$ cat config.mk
export PLATFORM = sky130hd
export DESIGN_NAME = pc_gen_ras_flat
export DESIGN_NICKNAME = d
export VERILOG_FILES = /design/src/rtl/pc_gen_ras_if.sv /design/src/rtl/pc_gen_ras.sv /design/src/flat_wrapper.sv
export SDC_FILE = /design/constraint.sdc
export NUM_CORES = 1
export LEC_CHECK = 0
export ABC_AREA = 0
export CORE_ASPECT_RATIO = 0.5
export CORE_UTILIZATION = 55
export DETAILED_ROUTE_END_ITERATION = 16
export PLACE_DENSITY = 0.8
export SYNTH_ARGS = -nofsm -noshare
export SYNTH_HDL_FRONTEND = slang
export SYNTH_SLANG_ARGS = --single-unit
$ cat constraint.sdc
create_clock -name clk -period 14.4 [get_ports clk]
set_input_delay 2.16 -clock clk [delete_from_list [all_inputs] [get_ports clk]]
set_output_delay 2.16 -clock clk [all_outputs]
set_load 0.01 [all_outputs]
$ cat src/rtl/pc_gen_ras_if.sv
// Decode-to-fetch bus for pc_gen_ras: select/operand inputs and the registered
// fetch address, branch status and return-stack status outputs.
interface pc_gen_ras_if #(
  parameter int unsigned XLEN      = 32,
  parameter int unsigned OFS_W     = 16,
  parameter int unsigned RAS_DEPTH = 4
);
  localparam int unsigned CNT_W = $clog2(RAS_DEPTH) + 1;

  logic             clk_en;
  logic             stall;
  logic [2:0]       pcsel;
  logic [XLEN-1:0]  pc_in;
  logic [OFS_W-1:0] offset;
  logic [XLEN-1:0]  address;
  logic [XLEN-1:0]  pc_out;
  logic [XLEN-1:0]  pc_next;
  logic             taken;
  logic             misalign_err;
  logic             ras_underflow;
  logic             ras_overflow;
  logic [CNT_W-1:0] ras_count;

  modport master (
    output clk_en, stall, pcsel, pc_in, offset, address,
    input  pc_out, pc_next, taken, misalign_err, ras_underflow, ras_overflow, ras_count
  );

  modport slave (
    input  clk_en, stall, pcsel, pc_in, offset, address,
    output pc_out, pc_next, taken, misalign_err, ras_underflow, ras_overflow, ras_count
  );
endinterface

$ cat src/rtl/pc_gen_ras.sv
// Fetch-stage program-counter generator with branch/jump/call/return/trap
// selection, misalignment trap and a circular return-address stack.
module pc_gen_ras #(
  parameter int unsigned     XLEN      = 32,
  parameter int unsigned     OFS_W     = 16,
  parameter logic [XLEN-1:0] RESET_VEC = '0,
  parameter logic [XLEN-1:0] TRAP_VEC  = 32'h80,
  parameter int unsigned     RAS_DEPTH = 4
) (
  input  logic         clk,
  input  logic         rst,
  pc_gen_ras_if.slave  bus
);
  localparam int unsigned PTR_W = $clog2(RAS_DEPTH);
  localparam int unsigned CNT_W = PTR_W + 1;

  typedef enum logic [2:0] {
    SEL_NORMAL  = 3'b000,
    SEL_BEQ     = 3'b001,
    SEL_JMP     = 3'b010,
    SEL_BNE     = 3'b011,
    SEL_CALL    = 3'b100,
    SEL_RET     = 3'b101,
    SEL_TRAP    = 3'b110,
    SEL_NORMAL7 = 3'b111
  } pcsel_e;

  logic [XLEN-1:0]  r_ras [RAS_DEPTH];
  logic [PTR_W-1:0] r_top;
  logic [CNT_W-1:0] r_count;
  logic [XLEN-1:0]  r_pc_out;
  logic [XLEN-1:0]  r_pc_next;
  logic             r_taken;
  logic             r_misalign;
  logic             r_underflow;
  logic             r_overflow;

  pcsel_e           w_sel;
  logic             w_update;
  logic [XLEN-1:0]  w_tgt;
  logic [XLEN-1:0]  w_br_tgt;
  logic             w_taken;
  logic             w_misalign;
  logic             w_underflow;
  logic             w_push;
  logic             w_pop;
  logic             w_full;
  logic [PTR_W-1:0] w_push_idx;

  assign w_sel      = pcsel_e'(bus.pcsel);
  assign w_update   = bus.clk_en && !bus.stall;
  assign w_full     = (r_count == CNT_W'(RAS_DEPTH));
  assign w_push_idx = PTR_W'(r_top + 1'b1);
  // Branch target is relative to the current instruction, i.e. pc_in - 4.
  assign w_br_tgt   = bus.pc_in + ({{(XLEN-OFS_W){bus.offset[OFS_W-1]}}, bus.offset} << 2)
                      - XLEN'(4);

  always_comb begin
    w_tgt       = bus.pc_in;
    w_taken     = 1'b0;
    w_misalign  = 1'b0;
    w_underflow = 1'b0;
    w_push      = 1'b0;
    w_pop       = 1'b0;
    unique case (w_sel)
      SEL_BEQ: if (bus.address == '0) begin
        w_tgt   = w_br_tgt;
        w_taken = 1'b1;
      end
      SEL_BNE: if (bus.address != '0) begin
        w_tgt   = w_br_tgt;
        w_taken = 1'b1;
      end
      SEL_JMP, SEL_CALL: begin
        w_taken = 1'b1;
        if (bus.address[1:0] != 2'b00) begin
          w_tgt      = TRAP_VEC;
          w_misalign = 1'b1;
        end else begin
          w_tgt  = bus.address;
          w_push = (w_sel == SEL_CALL);
        end
      end
      SEL_RET: begin
        w_taken = 1'b1;
        if (r_count == '0) begin
          w_tgt       = TRAP_VEC;
          w_underflow = 1'b1;
        end else begin
          w_tgt = r_ras[r_top];
          w_pop = 1'b1;
        end
      end
      SEL_TRAP: begin
        w_tgt   = TRAP_VEC;
        w_taken = 1'b1;
      end
      default: ;
    endcase
  end

  always_ff @(posedge clk) begin
    if (rst) begin
      r_pc_out    <= RESET_VEC;
      r_pc_next   <= RESET_VEC + XLEN'(4);
      r_top       <= '0;
      r_count     <= '0;
      r_taken     <= 1'b0;
      r_misalign  <= 1'b0;
      r_underflow <= 1'b0;
      r_overflow  <= 1'b0;
    end else if (w_update) begin
      r_pc_out    <= w_tgt;
      r_pc_next   <= w_tgt + XLEN'(4);
      r_taken     <= w_taken;
      r_misalign  <= w_misalign;
      r_underflow <= w_underflow;
      if (w_push) begin
        r_top <= w_push_idx;
        if (w_full) r_overflow <= 1'b1;
        else        r_count    <= r_count + 1'b1;
      end else if (w_pop) begin
        r_top   <= PTR_W'(r_top - 1'b1);
        r_count <= r_count - 1'b1;
      end
    end
  end

  // Stack storage has no reset; a full stack simply overwrites its oldest slot.
  always_ff @(posedge clk) begin
    if (!rst && w_update && w_push) r_ras[w_push_idx] <= bus.pc_in;
  end

  assign bus.pc_out        = r_pc_out;
  assign bus.pc_next       = r_pc_next;
  assign bus.taken         = r_taken;
  assign bus.misalign_err  = r_misalign;
  assign bus.ras_underflow = r_underflow;
  assign bus.ras_overflow  = r_overflow;
  assign bus.ras_count     = r_count;
endmodule

$ cat src/flat_wrapper.sv
// flat-port wrapper written by rule: the top's interface ports become plain ports
module pc_gen_ras_flat 
#(
  parameter int unsigned     XLEN      = 32,
  parameter int unsigned     OFS_W     = 16,
  parameter logic [XLEN-1:0] RESET_VEC = '0,
  parameter logic [XLEN-1:0] TRAP_VEC  = 32'h80,
  parameter int unsigned     RAS_DEPTH = 4
)
  (clk, rst, bus_clk_en, bus_stall, bus_pcsel, bus_pc_in, bus_offset, bus_address, bus_pc_out, bus_pc_next, bus_taken, bus_misalign_err, bus_ras_underflow, bus_ras_overflow, bus_ras_count);
  pc_gen_ras_if #(.XLEN(XLEN), .OFS_W(OFS_W), .RAS_DEPTH(RAS_DEPTH)) bus_i ();
  input  logic clk;
  input  logic rst;
  input wire logic [$bits(bus_i.clk_en)-1:0] bus_clk_en;
  input wire logic [$bits(bus_i.stall)-1:0] bus_stall;
  input wire logic [$bits(bus_i.pcsel)-1:0] bus_pcsel;
  input wire logic [$bits(bus_i.pc_in)-1:0] bus_pc_in;
  input wire logic [$bits(bus_i.offset)-1:0] bus_offset;
  input wire logic [$bits(bus_i.address)-1:0] bus_address;
  output wire logic [$bits(bus_i.pc_out)-1:0] bus_pc_out;
  output wire logic [$bits(bus_i.pc_next)-1:0] bus_pc_next;
  output wire logic [$bits(bus_i.taken)-1:0] bus_taken;
  output wire logic [$bits(bus_i.misalign_err)-1:0] bus_misalign_err;
  output wire logic [$bits(bus_i.ras_underflow)-1:0] bus_ras_underflow;
  output wire logic [$bits(bus_i.ras_overflow)-1:0] bus_ras_overflow;
  output wire logic [$bits(bus_i.ras_count)-1:0] bus_ras_count;
  assign bus_i.clk_en = bus_clk_en;
  assign bus_i.stall = bus_stall;
  assign bus_i.pcsel = bus_pcsel;
  assign bus_i.pc_in = bus_pc_in;
  assign bus_i.offset = bus_offset;
  assign bus_i.address = bus_address;
  assign bus_pc_out = bus_i.pc_out;
  assign bus_pc_next = bus_i.pc_next;
  assign bus_taken = bus_i.taken;
  assign bus_misalign_err = bus_i.misalign_err;
  assign bus_ras_underflow = bus_i.ras_underflow;
  assign bus_ras_overflow = bus_i.ras_overflow;
  assign bus_ras_count = bus_i.ras_count;
  pc_gen_ras #(.XLEN(XLEN), .OFS_W(OFS_W), .RESET_VEC(RESET_VEC), .TRAP_VEC(TRAP_VEC), .RAS_DEPTH(RAS_DEPTH)) u_core (.clk(clk), .rst(rst), .bus(bus_i));
endmodule
==> impl_metrics.toml, run 1 <==
[worst_setup_path]
start_kind = "input pin"
r2r_cells = 10
cp_slowest_stage_delay_ns = 0.99
worstPathCellList = "clkdlybuf4s50_1, inv_1, ha_1, inv_1, ha_1, inv_1, fa_1, nand2b_1, a21oi_1, o211ai_1, o311ai_0, a21boi_0, nor4_4, nand2_2, or3_1, or4_1, a311oi_1"
cp-endpoint = "u_core.bus.pc_next[31]"
critPathRequiredTime_ns = 14.81
crit_top_cell = "inv_1"
cp.arrival_ns = 7.84
startpoint = "bus_pc_in[3]"
worst_path_max_delay_cell = "o311ai_0"
regToRegSetupSlack_ns = 9.86
r2r_end = "u_core.bus.pc_next[31]"
path_class = "input pin to register"
cp-end-kind = "register"
cp_max_fo = 9

[drt]
viasPerCell = 6.32
firstDrtPassIters = 6
postRouteAntennaNets = 0
drc_errors = 0
drtIter0Drc = 1131
wire_per_inst_um = 23.4
vias = 9641
postRouteWirelength_um = 35700

[logic_synthesis]
syn_inst = 1106
ys_seq_area_frac = 0.464
synth_simple_gate_area_frac = 0.142
muxShareOfSynthArea = 0.0639
synth.distinct_cells = 81
synth_ff_type = "edfxtp_1"
synth_nets = 1257
synth_edf_count = 128
synth_compound_area_frac = 0.173
ys_warn_count = 0
synthesis.area_um2 = 11400
ys_seq_elements = 201
syn_avg_cell_area_um2 = 10.3
synth_top_family_by_area = "compound AO/OA/AOI/OAI gates"
yosys.area_share.adder = 0.0713
synthXorXnorAreaFrac = 0.0276
async_reset_ff_frac = 0

[finish]
nets = 1398
diodes = 0
multi_input_area_um2 = 5490
final_common_cell = "clkdlybuf4s50_1"
syn_to_final_growth_pct = 20.7
layout_common_cells = "clkdlybuf4s50_1 (156), edfxtp_1 (128), inv_1 (115)"
seq_area_um2 = 5310
drive_gt1_frac = 0.0841
fill_cells = 1501

[power_and_ir_drop]
irDropWorstVdd_mv = 0.101
leakagePower_nw = 5.08
powerDensity_nw_per_um2 = 103

[cts]
post_cts_buffers = 0
clk_pin_slew_worst_paths_ns = 0.07
cts-hold-fix-buffers = 0
cts_inserted_buffers = 19
cts.sinks = 201
cts_tree = "built"
htreeDepth = 1
cts-resized-gates = 0
root_buffer = "clkbuf_16"
cts_buffer_depth = 3
clk_latency_ns = 0.51

[floorplan]
die-area_um2 = 21400
die_y_um = 104
die_x_um = 206
io_pins = 158
core_um2 = 19900
num_rows = 36
start_util = 0.574

[flow_run]
drv_cap = 0

[grt]
grt.overflow.total = 0
grt.total_usage = 0.336
antenna_found_initial = 0
grt_max_degree = 85
grt_pass1_vias = 9003
grt_pass1_wl_um = 53600

[timing]
relSlewSlack = 0.204
fin_crit_ns = 7.42
finalClockSkew_ns = 0.00916
hold_violations = 0
holdWs_ns = 0.451
fin_tns_setup_ns = 0
finalSetupViolations = 0
tightest_slew_ns = 1.18
rsz0062_at_grt = "false"
slew_viol_final = 0
clock.fmax_mhz = 135
fin_crit_sh = 0.516

[placed_design]
gp_congestion = 0.951
hpwl_um = 26100
io_buffers = 157

[min_path]
hold_class = "register to register"

[run_status]
status = "completed"
## worst min-delay path by stage
stage	slack, ns	from	cells after the start	end
after floorplan	0.47	u_core.bus.pc_next[2]	2	u_core.bus.pc_next[2]
after global placement	0.43	u_core.bus.pc_next[2]	2	u_core.bus.pc_next[2]
after detailed placement	0.45	u_core.bus.pc_next[10]	2	u_core.bus.pc_next[10]
after CTS	0.45	u_core.bus.pc_next[10]	2	u_core.bus.pc_next[10]
after global routing	0.47	u_core.bus.pc_next[10]	2	u_core.bus.pc_next[10]
final	0.45	u_core.bus.pc_next[10]	2	u_core.bus.pc_next[10]
## logic make-up (layout without fill, tap and decap cells)
kind of cell / count (synthesis) / in the layout
muxes: 33 / 33
and+or+nand+nor: 322 / 322
xor gates and xnor gates: 36 / 36
DFF: 201 / 201
AOI/OAI and AO/OA: 283 / 283
adders and majority gates: 64 / 64
buffers and inverters: 167 / 321
## layer usage
metal / vias up / global-route usage / wire length (um)
li1: 4413 / - / -
met1: 4602 / 0.508 / 16000
met2: 586 / 0.463 / 14500
met3: 40 / 0.117 / 4730
met4: 0 / 0.0620 / 431
met5: - / 0 / 0
## worst max-delay path, delay by kind of cell
family / cells / cell delay [ns]
compound gates: 5 / 2.26
fa+ha+maj: 3 / 0.84
simple gates: 5 / 1.68
buf+inv: 4 / 0.87
## stage by stage
stage          utilization  area, um2  std cells  worst slack (ns)  power, W
6_report             0.693      13800       1526              6.98   0.00142
5_1_grt              0.693      13800       1526              6.60   0.00147
4_1_cts              0.693      13800       1526              7.27   0.00141
3_5_place_dp         0.665      13200       1492              6.75  0.000949
3_3_place_gp         0.665      13200       1492              6.97  0.000944
2_1_floorplan            -      11400       1106              8.16  0.000826
## power by group
| group | total (W) | switching (W) | leakage [nW] | internal, W |
|---|---|---|---|---|
| Clock | 0.000469 | 0.000220 | 0.281 | 0.000250 |
| Combinational | 0.000318 | 0.000191 | 3.05 | 0.000126 |
| Sequential | 0.000629 | 0.00000693 | 1.75 | 0.000622 |
| Total | 0.00142 | 0.000418 | 5.08 | 0.000998 |
## synthesized netlist by cell type, types with 8 or more instances
cell      instances  area share
edfxtp_1        128        0.34
inv_1           115       0.038
nor2_1           97       0.032
nand2_1          87       0.029
a21oi_1          77       0.034
dfxtp_1          73        0.13
ha_1             62       0.068
clkbuf_1         34       0.011
mux4_2           32       0.063
a211oi_1         31       0.020
o21ai_0          30       0.013
xnor2_1          24       0.018
nor3_1           23       0.010
nand3_1          16      0.0070
a221oi_1         12      0.0092
nor4_1           12      0.0066
xor2_1           12      0.0092
a22o_1           11      0.0084
and3_1           11      0.0060
o211ai_1         11      0.0072
a22oi_1          10      0.0066
a21o_1            9      0.0059
o31ai_1           9      0.0059
buf_2             8      0.0035
nand2b_1          8      0.0044
nand4_1           8      0.0044
## flip-flops by register name, summed over array words and instances, names as in the netlist, named ones only
register / cells
u_core.r_ras: 128
u_core.bus.pc_next: 32
u_core.bus.pc_out: 30
u_core.bus.ras_count: 3
u_core.r_top: 2
u_core.bus.misalign_err: 1
u_core.bus.ras_overflow: 1
u_core.bus.ras_underflow: 1
u_core.bus.taken: 1
## layout make-up
type                    instances  area share
multi-input cells             738       0.397
clock inverters                13     0.00562
inverters                     115      0.0313
well taps                     266      0.0241
flip-flops and latches        201       0.384
repair buffers                172       0.122
clock buffers                  21      0.0357
(Power assumes the default switching activity.)
==> run 2: changes to the inputs <==
clock period = 7.4 ns   (was 14.4 ns; I/O delays follow)
==> run 2 against run 1 <==
Via count fell by 0.12%. Cell area rose by 0.27%. Sequential share of layout area fell by 0.10 points. Sequential cell count did not move. Highest routed layer unchanged.
==> impl_metrics.toml, run 2 (synthesis results as in run 1) <==
[cts]
clk_latency_ns = 0.51
cts_buffer_depth = 3
htreeDepth = 1
cts-resized-gates = 0
post_cts_buffers = 0
cts-hold-fix-buffers = 0
cts.sinks = 201
clk_pin_slew_worst_paths_ns = 0.07
cts_tree = "built"
root_buffer = "clkbuf_16"
cts_inserted_buffers = 19

[floorplan]
die_x_um = 206
num_rows = 36
die-area_um2 = 21400
io_pins = 158
start_util = 0.574
core_um2 = 19900
die_y_um = 104

[timing]
tightest_slew_ns = 1.29
finalSetupViolations = 0
fin_crit_ns = 6.19
finalClockSkew_ns = 0.0135
clock.fmax_mhz = 162
fin_crit_sh = 0.837
fin_tns_setup_ns = 0
holdWs_ns = 0.449
rsz0062_at_grt = "false"
hold_violations = 0
relSlewSlack = 0.143
slew_viol_final = 0

[drt]
route.met3.wl_um = 4530
firstDrtPassIters = 5
postRouteWirelength_um = 35400
wirelength_met1_um = 16100
viasPerCell = 6.30
vias = 9629
route.met2.wl_um = 14200
wire_per_inst_um = 23.2
postRouteAntennaNets = 0
drtIter0Drc = 1182
routed.top_layer = "met4"
drc_errors = 0

[power_and_ir_drop]
switching_power_w = 0.000806
power.share.switching = 0.291
internal_power_w = 0.00196
seqPwrFrac = 0.442
powerDensity_nw_per_um2 = 200
combinationalPowerShare = 0.223
leakagePower_nw = 5.11
power_frac_clock = 0.335
irDropWorstVdd_mv = 0.204
power_w = 0.00277

[worst_setup_path]
startpoint = "bus_pc_in[3]"
cp-end-kind = "register"
regToRegSetupSlack_ns = 3.07
critPathRequiredTime_ns = 7.81
cp.arrival_ns = 6.60
r2r-start = "u_core.bus.ras_count[0]"
cp_max_fo = 6
cp-endpoint = "u_core.bus.pc_next[31]"
r2r_end = "u_core.bus.pc_next[31]"
r2r_cells = 10
path_class = "input pin to register"
start_kind = "input pin"

[placed_design]
gp_congestion = 0.958
hpwl_um = 25800
place_area_um2 = 13300
io_buffers = 157

[finish]
nets = 1403
largest_reg_flops = 128
syn_to_final_growth_pct = 21.1
fill_cells = 1502
diodes = 0
fin_area_um2 = 13800
post-route-util = 0.695
layout_common_cells = "clkdlybuf4s50_1 (156), edfxtp_1 (128), inv_1 (115)"
drive_gt1_frac = 0.0871
final_common_cell = "clkdlybuf4s50_1"
regMostFlops = "u_core.r_ras"

[grt]
grt_pass1_wl_um = 52600
grt_max_degree = 85
grt.total_usage = 0.333
grt.overflow.total = 0
antenna_found_initial = 0
grt_pass1_vias = 8943

[run_status]
status = "completed"

[flow_run]
drv_cap = 0

[min_path]
hold_class = "register to register"
[run 2: cell types whose count changed in the layout (fill, tap and decap cells not counted), sizes merged]
| cell | before | now |
|---|---|---|
| clkbuf | 21 | 23 |
| clkinv | 11 | 7 |
| buf | 16 | 21 |
[run 2: power by group through the flow]
stage | clock network (W) | logic, W | registers (W)
after floorplan | 0 | 0.000350 | 0.00126
after global placement | 0 | 0.000593 | 0.00125
after detailed placement | 0 | 0.000599 | 0.00125
after CTS | 0.000936 | 0.000603 | 0.00122
after global routing | 0.000973 | 0.000669 | 0.00123
final | 0.000927 | 0.000618 | 0.00122
[run 2: critical path, cell delays in order]
cell,delay [ns]
clkdlybuf4s50_1,0.64
inv_1,0.13
ha_1,0.28
inv_1,0.05
ha_1,0.16
inv_1,0.06
fa_1,0.41
nand2b_1,0.19
a21oi_1,0.34
o211ai_1,0.21
o31ai_1,0.57
nor3_1,0.12
o31a_1,0.44
and4bb_2,0.37
or4b_1,0.50
or3_1,0.35
or4_1,0.40
a311oi_1,0.27
[run 2: metal layers]
metal  global-route usage  vias to the layer above
met5                    0                        -
met4               0.0699                        0
met3                0.108                       46
met2                0.459                      527
met1                0.505                     4646
li1                     -                     4410
[run 2: worst min path at each step]
stage                           startpoint                     end  slack, ns  depth (start not counted)
floorplan            u_core.bus.pc_next[2]   u_core.bus.pc_next[2]       0.47                          2
global placement     u_core.bus.pc_next[2]   u_core.bus.pc_next[2]       0.43                          2
detailed placement   u_core.bus.pc_next[2]   u_core.bus.pc_next[2]       0.44                          2
CTS                  u_core.bus.pc_next[2]   u_core.bus.pc_next[2]       0.45                          2
global route         u_core.bus.pc_next[2]   u_core.bus.pc_next[2]       0.46                          2
finish              u_core.bus.pc_next[11]  u_core.bus.pc_next[11]       0.45                          2
[run 2: per-stage QoR]
| stage | setup WS (ns) | std cells |
|---|---|---|
| 6_report | 1.21 | 1529 |
| 5_1_grt | 0.966 | 1529 |
| 4_1_cts | 1.30 | 1529 |
| 3_5_place_dp | 0.782 | 1497 |
| 3_3_place_gp | 1.07 | 1497 |
| 2_1_floorplan | 2.21 | 1106 |
[run 2: area by class of cell]
cell class                 count  area [um2]  area share
tap                          266         333      0.0240
timing repair buffer         177        1720       0.124
inverter                     115         432      0.0312
clock buffer                  23         522      0.0377
multi-input combinational    738        5490       0.396
clock inverter                 9        48.8     0.00352
sequential                   201        5310       0.383
==> run 3: changes to the inputs <==
clock period = 5.9 ns   (was 7.4 ns; I/O delays follow)
==> run 3 against run 2 <==
Global-route usage grew 1.0 points. Setup slack lost 0.76 ns. Clock skew rose by 0.0039 ns. First-iteration DRC count is 16% lower.
==> impl_metrics.toml, run 3 (synthesis results as in run 1) <==
[timing]
clock.fmax_mhz = 183
fin_crit_ns = 5.45
rsz0062_at_grt = "false"
finalSetupViolations = 0
finalWorstSetupSlack_ns = 0.447
hold_violations = 0
fin_crit_sh = 0.924
finalClockSkew_ns = 0.0174
holdWs_ns = 0.451
slew_viol_final = 0
relSlewSlack = 0.320
fin_tns_setup_ns = 0
tightest_slew_ns = 1.02

[worst_setup_path]
path_delay_family = "simple AND/OR/NAND/NOR gates"
cp.arrival_ns = 5.87
worst_path_max_delay_cell = "clkdlybuf4s50_1"
path_class = "input pin to register"
cp.buffers_inverters = 3
cp_max_fo = 6
regToRegSetupSlack_ns = 2.02
start_kind = "input pin"
r2r_end = "u_core.bus.pc_next[31]"
r2r_cells = 9
worstPathCellList = "clkdlybuf4s50_1, inv_1, ha_1, inv_1, ha_1, o211ai_1, o21ai_1, nand3_1, a31oi_1, xnor2_1, a211oi_4, and4bb_2, or4b_1, or3_1, or4_1, a311oi_1"
critPathRequiredTime_ns = 6.32
cp_slowest_stage_delay_ns = 0.61
cp-end-kind = "register"

[grt]
grt_pass1_vias = 9420
grt.overflow.total = 0
antenna_found_initial = 0
grt.total_usage = 0.343
grt_pass1_wl_um = 55200
grt_max_degree = 73

[min_path]
worstHoldStart = "u_core.bus.pc_next[10]"
worstHoldPathCells = 2
min_to = "u_core.bus.pc_next[10]"
hold_class = "register to register"

[finish]
multi_input_area_um2 = 5480
nets = 1455
layout_common_cells = "clkdlybuf4s50_1 (156), edfxtp_1 (128), inv_1 (115)"
diodes = 0
seq_area_um2 = 5310
layout.cells.non_filler = 1580
drive_gt1_frac = 0.119
final_common_cell = "clkdlybuf4s50_1"
largest_reg_flops = 128
syn_to_final_growth_pct = 24.4
regMostFlops = "u_core.r_ras"
fill_cells = 1466

[drt]
firstDrtPassIters = 5
wire_per_inst_um = 23.0
drc_errors = 0
drtIter0Drc = 997
postRouteWirelength_um = 36400
vias = 9822
viasPerCell = 6.22
postRouteAntennaNets = 0

[floorplan]
start_util = 0.574
num_rows = 36
core_um2 = 19900
io_pins = 158
die_y_um = 104
die-area_um2 = 21400
die_x_um = 206

[cts]
clk_pin_slew_worst_paths_ns = 0.07
cts-resized-gates = 0
cts_buffer_depth = 3
root_buffer = "clkbuf_16"
cts_inserted_buffers = 19
htreeDepth = 1
cts-hold-fix-buffers = 0
cts_tree = "built"
post_cts_buffers = 0
clk_latency_ns = 0.52
cts.sinks = 201

[power_and_ir_drop]
leakagePower_nw = 5.35
powerDensity_nw_per_um2 = 245
irDropWorstVdd_mv = 0.202

[placed_design]
gp_congestion = 0.947
hpwl_um = 26500
dp.cells = 1549
io_buffers = 157
pre_cts_ws_ns = 0.134

[run_status]
status = "completed"

[flow_run]
drv_cap = 0
run 3: cell types whose count changed in the layout (fill, tap and decap cells not counted), sizes merged:
cell,change
clkinv,-3
clkinvlp,-1
clkbuf,+3
buf,+52
run 3: worst min-delay path: cells and delay by family, from the launching register on:
family,cells,cell delay (ns)
simple gates,1,0.05
flops,1,0.31
compound gates,1,0.05
run 3: worst max-delay path by stage:
stage,startpoint,to,cells past startpoint
after floorplan,bus_offset[1],u_core.bus.pc_next[31],17
after global placement,bus_pc_in[3],u_core.bus.pc_next[31],18
after detailed placement,bus_pc_in[3],u_core.bus.pc_next[31],18
after CTS,bus_pc_in[3],u_core.bus.pc_next[31],18
after global routing,bus_pc_in[3],u_core.bus.pc_next[31],18
final,bus_pc_in[7],u_core.bus.pc_next[31],16
run 3: power by group:
| group | switching (W) | total [W] | internal (W) |
|---|---|---|---|
| clock | 0.000529 | 0.00114 | 0.000606 |
| sequential | 0.0000171 | 0.00154 | 0.00152 |
| combinational | 0.000474 | 0.000818 | 0.000344 |
| total | 0.00102 | 0.00349 | 0.00247 |
run 3: area by class of cell:
type / instances / share of cell area
Tap cell: 266 / 0.0234
Timing Repair Buffer: 229 / 0.150
Inverter: 115 / 0.0303
Clock buffer: 26 / 0.0360
Clock inverter: 5 / 0.00185
Sequential cell: 201 / 0.373
Multi-Input combinational cell: 738 / 0.386
run 3: metal layers:
metal / up-vias / routed length, um / track usage
met1: 4691 / 16000 / 0.521
met3: 38 / 4650 / 0.0965
met5: - / 0 / 0
met4: 0 / 541 / 0.0678
li1: 4510 / - / -
met2: 583 / 15200 / 0.486
run 3: through the flow:
| step | power [W] | cell area, um2 | utilization |
|---|---|---|---|
| after CTS | 0.00347 | 14200 | 0.714 |
| after floorplan | 0.00201 | 11400 | - |
| after global placement | 0.00234 | 13700 | 0.687 |
| after global routing | 0.00362 | 14200 | 0.714 |
| final | 0.00349 | 14200 | 0.714 |
| after detailed placement | 0.00236 | 13700 | 0.687 |
